$ cat src/rtl/bios_loader_pkg.sv
// Shared definitions for the boot-time BIOS / MEGA ROM copy sequencer.
// Holds the default flash / SD-RAM image locations and sizes, the phase
// enum, the fetch FSM state type and a size-to-word-count helper.
package bios_loader_pkg;

  // Default image placement (byte addresses / byte sizes).
  localparam logic [23:0] FLASH_ADDR_BIOS    = 24'h10_0000;
  localparam logic [23:0] RAM_ADDR_BIOS      = 24'h70_0000;
  localparam logic [23:0] FLASH_SIZE_BIOS    = 24'h02_4000;
  localparam logic [23:0] FLASH_ADDR_MEGAROM = 24'h20_0000;
  localparam logic [23:0] RAM_ADDR_MEGAROM   = 24'h40_0000;
  localparam logic [23:0] FLASH_SIZE_MEGAROM = 24'h20_0000;

  // A 2 MB image is 0x10_0000 words, which needs all 21 bits.
  localparam int unsigned WordCntW = 21;

  typedef enum logic {
    PHASE_BIOS,
    PHASE_MEGA
  } phase_e;

  typedef enum logic [2:0] {
    StIdle,
    StFetchLo,
    StFetchHi,
    StPush,
    StNext,
    StDrain
  } state_e;

  // Byte size to 16-bit word count; sizes are even by construction.
  function automatic logic [WordCntW-1:0] size_to_words(input logic [23:0] size);
    logic [23:0] half;
    half = size >> 1;
    return half[WordCntW-1:0];
  endfunction

endpackage

$ cat src/rtl/bios_loader_word_pack_buf.sv
// Byte-to-word packer plus single-entry write buffer for bios_loader.
// Ports:
//   clk_i, reset_i   : clock, synchronous active-high reset
//   lo_we_i, hi_we_i : capture byte_i as the even / odd byte of the word
//   byte_i           : flash read byte
//   push_i           : load {hi, lo} and push_addr_i into the buffer
//   push_addr_i      : SD-RAM byte address of the word being pushed
//   ready_o          : buffer can take a push this cycle
//   valid_o          : buffer holds a word not yet acknowledged
//   ram_wr_o, ram_addr_o, ram_wdata_o, ram_ack_i : SD-RAM write handshake
module bios_loader_word_pack_buf (
  input  logic        clk_i,
  input  logic        reset_i,
  input  logic        lo_we_i,
  input  logic        hi_we_i,
  input  logic [7:0]  byte_i,
  input  logic        push_i,
  input  logic [23:0] push_addr_i,
  output logic        ready_o,
  output logic        valid_o,
  output logic        ram_wr_o,
  output logic [23:0] ram_addr_o,
  output logic [15:0] ram_wdata_o,
  input  logic        ram_ack_i
);

  logic [7:0]  lo_q, lo_d;
  logic [7:0]  hi_q, hi_d;
  logic        valid_q, valid_d;
  logic [23:0] addr_q, addr_d;
  logic [15:0] data_q, data_d;

  // A word acknowledged this cycle frees the slot on the same edge, so a
  // pending push can reuse it and ram_wr stays high without a bubble.
  assign ready_o = ~valid_q | ram_ack_i;

  always_comb begin
    lo_d    = lo_q;
    hi_d    = hi_q;
    valid_d = valid_q;
    addr_d  = addr_q;
    data_d  = data_q;
    if (lo_we_i) lo_d = byte_i;
    if (hi_we_i) hi_d = byte_i;
    if (push_i && ready_o) begin
      valid_d = 1'b1;
      addr_d  = push_addr_i;
      data_d  = {hi_q, lo_q};
    end else if (valid_q && ram_ack_i) begin
      valid_d = 1'b0;
    end
  end

  always_ff @(posedge clk_i) begin
    if (reset_i) begin
      lo_q    <= 8'h00;
      hi_q    <= 8'h00;
      valid_q <= 1'b0;
      addr_q  <= 24'h00_0000;
      data_q  <= 16'h0000;
    end else begin
      lo_q    <= lo_d;
      hi_q    <= hi_d;
      valid_q <= valid_d;
      addr_q  <= addr_d;
      data_q  <= data_d;
    end
  end

  assign valid_o     = valid_q;
  assign ram_wr_o    = valid_q;
  assign ram_addr_o  = addr_q;
  assign ram_wdata_o = data_q;

endmodule

$ cat src/rtl/bios_loader.sv
// Boot-time copy sequencer: moves the BIOS image, and optionally the MEGA
// ROM image, from flash into SD-RAM, packing bytes into 16-bit words and
// overlapping flash fetches with SD-RAM writes.
// Ports:
//   clk, reset            : clock, synchronous active-high reset
//   start, mega_en        : begin a copy; mega_en sampled with start
//   busy, done            : copy in progress / completed
//   flash_rd, flash_addr, flash_ack, flash_data : flash byte read port
//   ram_wr, ram_addr, ram_wdata, ram_ack        : SD-RAM word write port
module bios_loader
  import bios_loader_pkg::*;
#(
  parameter logic [23:0] BIOS_SRC  = FLASH_ADDR_BIOS,
  parameter logic [23:0] BIOS_DST  = RAM_ADDR_BIOS,
  parameter logic [23:0] BIOS_SIZE = FLASH_SIZE_BIOS,
  parameter logic [23:0] MEGA_SRC  = FLASH_ADDR_MEGAROM,
  parameter logic [23:0] MEGA_DST  = RAM_ADDR_MEGAROM,
  parameter logic [23:0] MEGA_SIZE = FLASH_SIZE_MEGAROM
) (
  input  logic        clk,
  input  logic        reset,
  input  logic        start,
  input  logic        mega_en,
  output logic        busy,
  output logic        done,
  output logic        flash_rd,
  output logic [23:0] flash_addr,
  input  logic        flash_ack,
  input  logic [7:0]  flash_data,
  output logic        ram_wr,
  output logic [23:0] ram_addr,
  output logic [15:0] ram_wdata,
  input  logic        ram_ack
);

  localparam logic [WordCntW-1:0] BiosWords = size_to_words(BIOS_SIZE);
  localparam logic [WordCntW-1:0] MegaWords = size_to_words(MEGA_SIZE);

  state_e              state_q, state_d;
  phase_e              phase_q, phase_d;
  logic                mega_q, mega_d;
  logic                done_q, done_d;
  logic [23:0]         src_q, src_d;
  logic [23:0]         dst_q, dst_d;
  logic [WordCntW-1:0] wcnt_q, wcnt_d;

  logic lo_we, hi_we, push;
  logic buf_ready, buf_valid;
  logic last_write_done;

  // The copy is finished once nothing is buffered or the buffered word is
  // being acknowledged right now.
  assign last_write_done = ~buf_valid | ram_ack;

  always_comb begin
    state_d = state_q;
    phase_d = phase_q;
    mega_d  = mega_q;
    done_d  = done_q;
    src_d   = src_q;
    dst_d   = dst_q;
    wcnt_d  = wcnt_q;
    lo_we   = 1'b0;
    hi_we   = 1'b0;
    push    = 1'b0;

    unique case (state_q)
      StIdle: begin
        if (start) begin
          mega_d  = mega_en;
          phase_d = PHASE_BIOS;
          src_d   = BIOS_SRC;
          dst_d   = BIOS_DST;
          wcnt_d  = BiosWords;
          done_d  = 1'b0;
          // An empty BIOS phase goes straight to the phase switch.
          state_d = (BiosWords == '0) ? StNext : StFetchLo;
        end
      end
      StFetchLo: begin
        if (flash_ack) begin
          lo_we   = 1'b1;
          src_d   = src_q + 24'd1;
          state_d = StFetchHi;
        end
      end
      StFetchHi: begin
        if (flash_ack) begin
          hi_we   = 1'b1;
          src_d   = src_q + 24'd1;
          state_d = StPush;
        end
      end
      StPush: begin
        push = 1'b1;
        if (buf_ready) begin
          dst_d   = dst_q + 24'd2;
          state_d = StNext;
        end
      end
      StNext: begin
        if (wcnt_q > 21'd1) begin
          wcnt_d  = wcnt_q - 21'd1;
          state_d = StFetchLo;
        end else if (phase_q == PHASE_BIOS && mega_q && MegaWords != '0) begin
          phase_d = PHASE_MEGA;
          src_d   = MEGA_SRC;
          dst_d   = MEGA_DST;
          wcnt_d  = MegaWords;
          state_d = StFetchLo;
        end else if (last_write_done) begin
          done_d  = 1'b1;
          state_d = StIdle;
        end else begin
          state_d = StDrain;
        end
      end
      StDrain: begin
        if (last_write_done) begin
          done_d  = 1'b1;
          state_d = StIdle;
        end
      end
      default: state_d = StIdle;
    endcase
  end

  always_ff @(posedge clk) begin
    if (reset) begin
      state_q <= StIdle;
      phase_q <= PHASE_BIOS;
      mega_q  <= 1'b0;
      done_q  <= 1'b0;
      src_q   <= 24'h00_0000;
      dst_q   <= 24'h00_0000;
      wcnt_q  <= '0;
    end else begin
      state_q <= state_d;
      phase_q <= phase_d;
      mega_q  <= mega_d;
      done_q  <= done_d;
      src_q   <= src_d;
      dst_q   <= dst_d;
      wcnt_q  <= wcnt_d;
    end
  end

  assign busy       = (state_q != StIdle);
  assign done       = done_q;
  assign flash_rd   = (state_q == StFetchLo) || (state_q == StFetchHi);
  assign flash_addr = src_q;

  bios_loader_word_pack_buf u_word_pack_buf (
    .clk_i       (clk),
    .reset_i     (reset),
    .lo_we_i     (lo_we),
    .hi_we_i     (hi_we),
    .byte_i      (flash_data),
    .push_i      (push),
    .push_addr_i (dst_q),
    .ready_o     (buf_ready),
    .valid_o     (buf_valid),
    .ram_wr_o    (ram_wr),
    .ram_addr_o  (ram_addr),
    .ram_wdata_o (ram_wdata),
    .ram_ack_i   (ram_ack)
  );

endmodule

$ cat config.mk
export PLATFORM = sky130hd
export DESIGN_NAME = bios_loader
export DESIGN_NICKNAME = d
export VERILOG_FILES = /design/src/rtl/bios_loader_pkg.sv /design/src/rtl/bios_loader_word_pack_buf.sv /design/src/rtl/bios_loader.sv
export SDC_FILE = /design/constraint.sdc
export NUM_CORES = 1
export LEC_CHECK = 0
export CAP_MARGIN = 15
export CORE_UTILIZATION = 45
export CTS_BUF_LIST = sky130_fd_sc_hd__clkbuf_16
export DETAILED_ROUTE_END_ITERATION = 10
export PLACE_DENSITY = 0.7
export SLEW_MARGIN = 10
export SYNTH_ARGS = -nofsm -noshare
export SYNTH_HDL_FRONTEND = slang
export SYNTH_SLANG_ARGS = --single-unit
$ cat constraint.sdc
create_clock -name clk -period 2.2 [get_ports clk]
set_input_delay 0.22 -clock clk [delete_from_list [all_inputs] [get_ports clk]]
set_output_delay 0.22 -clock clk [all_outputs]
set_load 0.02 [all_outputs]
==> results of run 1 <==
-- sequential cells by signal, summed over array words and instances (netlist names) --
name and count:
flash_addr 24, phase_q 1, u_word_pack_buf.ram_wdata_o 16, u_word_pack_buf.hi_q 8, mega_q 1, wcnt_q 21
state_q 3, done 1, u_word_pack_buf.lo_q 8, dst_q 23, u_word_pack_buf.ram_addr_o 23, u_word_pack_buf.ram_wr_o 1
-- kinds of logic (layout without fill, tap and decap cells) --
group,after synthesis,after routing
AO/OA/AOI/OAI,151,151
XOR/XNOR,37,37
adder cells (fa/ha/maj),4,4
buffers and inverters,52,186
flip-flops,130,130
multiplexers,11,11
other,1,1
AND/OR/NAND/NOR,343,343
-- critical path, cell delays in order (launching register included) --
cell	delay, ps
dfxtp_2	320
inv_1	50
ha_1	170
nor3b_2	170
o211a_1	240
buf_4	140
nand3_2	80
a21oi_1	70
buf_4	150
or4_2	550
a21oi_2	130
-- worst paths after layout --
kind	from	endpoint	slack [ps]	cells past startpoint
worst max register to register	wcnt_q[1]	wcnt_q[5]	70	10
worst min-delay path	reset	wcnt_q[0]	250	2
worst max-delay path	wcnt_q[1]	wcnt_q[5]	70	10
worst min register to register	u_word_pack_buf.ram_wdata_o[14]	u_word_pack_buf.ram_wdata_o[14]	450	2
-- routing by layer --
layer  routed length (um)  share of wire (%)  global-route usage (%)
met3                  983                6.3                    6.28
met1                 6980                 45                    30.5
met5                    0                  0                       0
met2                 7370                 47                    39.4
met4                  297                1.9                    9.06
-- stage by stage --
step | power [uW] | hold WS (ps) | instance area (um^2)
after floorplan | 3410 | 356 | 5880
after global placement | 3860 | 440 | 7180
after global routing | 7010 | 260 | 7880
after CTS | 6710 | 235 | 7790
final | 6740 | 247 | 7880
after detailed placement | 3900 | 445 | 7180
-- Yosys cell counts, types with 7 or more instances --
cell	number	share of area (%)
nor4_1	14	1.5
and3_1	9	0.96
dfxtp_1	130	44
clkbuf_1	31	2.0
nand2b_1	7	0.74
o21ai_0	22	1.9
nor3_1	25	2.1
and4_1	9	1.3
xor2_1	11	1.6
mux2i_1	10	1.7
nand4_1	19	2.0
xnor2_1	26	3.9
and2_1	7	0.74
nand3_1	22	1.9
inv_1	7	0.45
buf_2	10	0.85
nor2_1	68	4.3
a21oi_1	88	7.5
nand2_1	130	8.3
-- cell type report --
cell class                      count  area [um^2]
Fill cell                        1108         4790
Clock buffer                       17          425
Inverter                            7         26.3
Clock inverter                     15          156
Tap cell                          172          215
Sequential cell                   130         2610
Multi-Input combinational cell    547         3120
Timing Repair Buffer              147         1340
-- power breakdown --
group	switching, uW	internal, uW
Combinational	771	606
Sequential	112	2460
Clock	1120	1680
Total	2000	4740
-- timing repair --
item | in CTS | in global routing
setup buffers | 2 | 5
setup endpoints to repair | 54 | 64
gates resized for setup | 5 | 11
pin swaps | 1 | 3
==> results.cfg, run 1 <==
[yosys]
synth_ff_type = dfxtp_1
syn-instance-count = 729
synth_compound_area_share_pct = 15.2
ys_seq_area_share_pct = 44.3
synth.area.mux_share_pct = 1.89
avgSynthCellArea_um2 = 8.06
synth_cell_type_count = 61
synth_top_family_by_area = simple AND/OR/NAND/NOR gates
ys_ff_latch = 130
syn_area_mm2 = 0.00588
synth_nets = 747
ys_async_sr_fraction_pct = 0
synth_edf_count = 0
yosysWarnings = 0
synthAdderAreaFrac_pct = 0.851
synth_xor_xnor_area_share_pct = 5.51
synth_simple_gate_area_share_pct = 28.5

[global_routing]
grt_max_degree = 63
antenna_found_initial = 0
grt_pass1_vias = 5430
grt_pass1_wl_um = 25600
overflow = 0
grtUsageTotal_pct = 24.1

[pwr]
p_leak_uw = 0.00276
p_per_area_mw_per_mm2 = 856
ir_drop_v = 0.000506

[floorplan]
start_util_pct = 46.4
die_height_um = 116
coreArea_mm2 = 0.0127
dieWidth_um = 116
io_pins = 82
rows = 41
fp.dieArea_mm2 = 0.0135

[clocking]
cts.sinks = 130
insertion_delay_ps = 430
postCtsHoldBufs = 0
cts-root-buf = clkbuf_16
cts_made_buffers = 17
clkTransAtPathRegs_ps = 60
ctsHtreeMaxLevel = 4
cts_tree = yes
clock_path_buffers = 2

[placed_design]
portBuffers = 80
placedCellCount = 996
dp_worst_setup_slack_ps = -129
hpwl_um = 10700
place_congestion = 0.831

[sta]
fmax_ghz = 0.469
maxSlewViolCount = 0
tightestPinTransition_ps = 622
final_hold_viol_count = 0
relSlewSlack_pct = 58.6
worst_slack_ps = 66.6
worst_clock_skew_ps = 13.0
tns_ps = 0
min_period_ps = 2130
finalSetupViolCount = 0
finalCritPeriodShare_pct = 97.0

[finish]
final_cell_mix = nand2_1, dfxtp_1, a21oi_1
stdcell_count = 1035
drive_above_1_share_pct = 14.5
finalCoreUtilization_pct = 62.2
final_common_cell = nand2_1
area_growth_pct = 34.1
num_antenna_cells = 0
nNetsFinal = 868

[detailed_routing]
via_per_inst = 5.55
drtPass1Iterations = 5
drt-initial-drc-count = 394
drt_wl_total_um = 15600
ant_nets = 0
routed-via-count = 5745
route.detailed.drc = 0
wl_per_cell_um = 15.1

[setup_path]
crit_fanout = 4
worstSetupEndpointType = register
cp.arrival_ps = 2490
crit_required_ps = 2560
start_kind = register
critPathKind = reg2reg

[flow_run]
drv_cap = 0

[status]
outcome = finished clean

[min_path]
hold_path_class = in2reg
No activity file was read; power rests on OpenSTA's default activity.
==> inputs of run 2 (changes only) <==
--- a/config.mk
+++ b/config.mk
@@ -5,11 +5,10 @@
 export SDC_FILE = /design/constraint.sdc
 export NUM_CORES = 1
 export LEC_CHECK = 0
-export CAP_MARGIN = 15
-export CORE_UTILIZATION = 45
+export CAP_MARGIN = 20
+export CORE_UTILIZATION = 30
 export CTS_BUF_LIST = sky130_fd_sc_hd__clkbuf_16
 export DETAILED_ROUTE_END_ITERATION = 10
-export PLACE_DENSITY = 0.7
 export SLEW_MARGIN = 10
 export SYNTH_ARGS = -nofsm -noshare
 export SYNTH_HDL_FRONTEND = slang
==> run 2 against run 1 <==
Combinational power is 5% higher; largest power group unchanged; sequential power is essentially flat; routed wire length increased by 0.75%; cell count up 9.6%; critical path depth fell by 3; first-iteration DRC count fell by 25%; setup slack lost 84 ps; total power grew 2.3%; the run now ends with setup timing left; clock power grew 4%; sequential share of layout area down 1.3 points.
==> results.cfg, run 2 (synthesis gave the netlist of run 1 again) <==
[setup_path]
crit_path_cell_trace = buf_4 -> or4_4 -> or4_4 -> a211oi_2 -> buf_4 -> xnor2_1 -> nor2_1
cpPeakStageDelay_ps = 580
r2r_slack_ps = -20
cp.arrival_ps = 2530
crit_required_ps = 2510
crit_fanout = 5
worstSetupEndpointType = register
critPathKind = reg2reg
start_kind = register
crit_slowest_cell = or4_4

[sta]
final_hold_viol_count = 0
min_period_ps = 2220
fmax_ghz = 0.451
relSlewSlack_pct = 62.3
tightestPinTransition_ps = 566
hold_slack_ps = 149
maxSlewViolCount = 0
finalCritPeriodShare_pct = 101
worst_clock_skew_ps = 7.32
finalSetupViolCount = 1
rsz0062_at_grt = true
worst_slack_ps = -17.7

[placed_design]
hpwl_um = 11000
dp_worst_setup_slack_ps = -188
place_congestion = 0.807
portBuffers = 80

[clocking]
cts.sinks = 130
cts-root-buf = clkbuf_16
clkTransAtPathRegs_ps = 60
cts_tree = yes
cts_made_buffers = 17
insertion_delay_ps = 420
ctsHtreeMaxLevel = 4
clock_path_buffers = 2

[finish]
drive_above_1_share_pct = 16.9
num_antenna_cells = 0
final_cell_mix = nand2_1, dfxtp_1, a21oi_1
finalCoreUtilization_pct = 43.3
nNetsFinal = 879
final_common_cell = nand2_1
largest_reg_flops = 24
n_fill_cell = 1872
area_growth_pct = 39.5

[pwr]
p_leak_uw = 0.00284
ir_drop_v = 0.000577
p_per_area_mw_per_mm2 = 841

[detailed_routing]
ant_nets = 0
drt_wl_total_um = 15800
via_per_inst = 4.91
wl_per_cell_um = 13.9
drt-initial-drc-count = 297
route.detailed.drc = 0
routed-via-count = 5563
drtPass1Iterations = 4

[floorplan]
die_height_um = 142
start_util_pct = 31.0
coreArea_mm2 = 0.0190
dieWidth_um = 142
fp.dieArea_mm2 = 0.0202
io_pins = 82
rows = 50

[min_path]
hold_path_class = in2reg

[global_routing]
grt_max_degree = 53
grt_pass1_vias = 5294
antenna_found_initial = 0
grt_pass1_wl_um = 26300
overflow = 0
grtUsageTotal_pct = 16.5

[flow_run]
drv_cap = 0

[status]
outcome = finished with violations
violations = setup timing
## run 2: changes by cell type in the layout (fill, tap and decap cells not counted), sizes merged
| cell | delta |
|---|---|
| inv | -3 |
| bufinv | +1 |
| buf | +11 |
| clkinv | +1 |
| clkinvlp | +1 |
## run 2: final cells by class
cell class                      count  area [um^2]  area share (%)
Multi-Input combinational cell    547         3160            38.6
Inverter                            7         26.3           0.320
Timing Repair Buffer              158         1470            17.9
Sequential cell                   130         2610            31.8
Clock inverter                     15          185            2.26
Tap cell                          260          325            3.97
Clock buffer                       17          425            5.19
## run 2: worst paths after layout
kind                                    from                               to  depth (start not counted)
min                                    reset                    flash_addr[5]                          2
max                                wcnt_q[5]                       wcnt_q[18]                          7
max reg2reg                        wcnt_q[5]                       wcnt_q[18]                          7
min reg2reg  u_word_pack_buf.ram_wdata_o[10]  u_word_pack_buf.ram_wdata_o[10]                          2
## run 2: metal layers
metal,part of all wire [%],vias up,wire length [um],GRT usage (%)
met2,46,122,7280,25.5
met5,0,-,0,0
met1,48,2607,7510,22.3
met3,5.5,8,862,4.27
met4,0.66,0,104,4.98
li1,-,2826,-,-
## run 2: stage by stage
stage | power, uW | area [um^2] | TNS [ps] | instances
global placement | 3950 | 7430 | -5170 | 1097
detailed placement | 3960 | 7430 | -7380 | 1097
floorplan | 3410 | 5880 | 0 | 729
global route | 7250 | 8200 | -141 | 1134
finish | 6900 | 8200 | -17.7 | 1134
CTS | 6900 | 8070 | -0.955 | 1129
## run 2: critical path: cells and delay by family (launching register included)
kind                      cells  cell delay, ps
and+or+nand+nor               3            1190
DFF                           1             320
buffers and inverters         2             290
AOI/OAI and AO/OA             1             210
xor gates and xnor gates      1             100
## run 2: where the power goes
part	leakage [uW]	switching [uW]	internal, uW
Clock	0.000287	1110	1790
Combinational	0.00150	792	655
Sequential	0.00105	96.1	2460
Total	0.00284	1990	4910
## run 2: timing repair
item,CTS,global route
hold buffers,0,0
gates resized for setup,7,19
hold endpoints to repair,0,0
gates cloned,0,0
buffers inserted,0,5
endpoints found under the setup margin,58,63
pin swaps,3,4
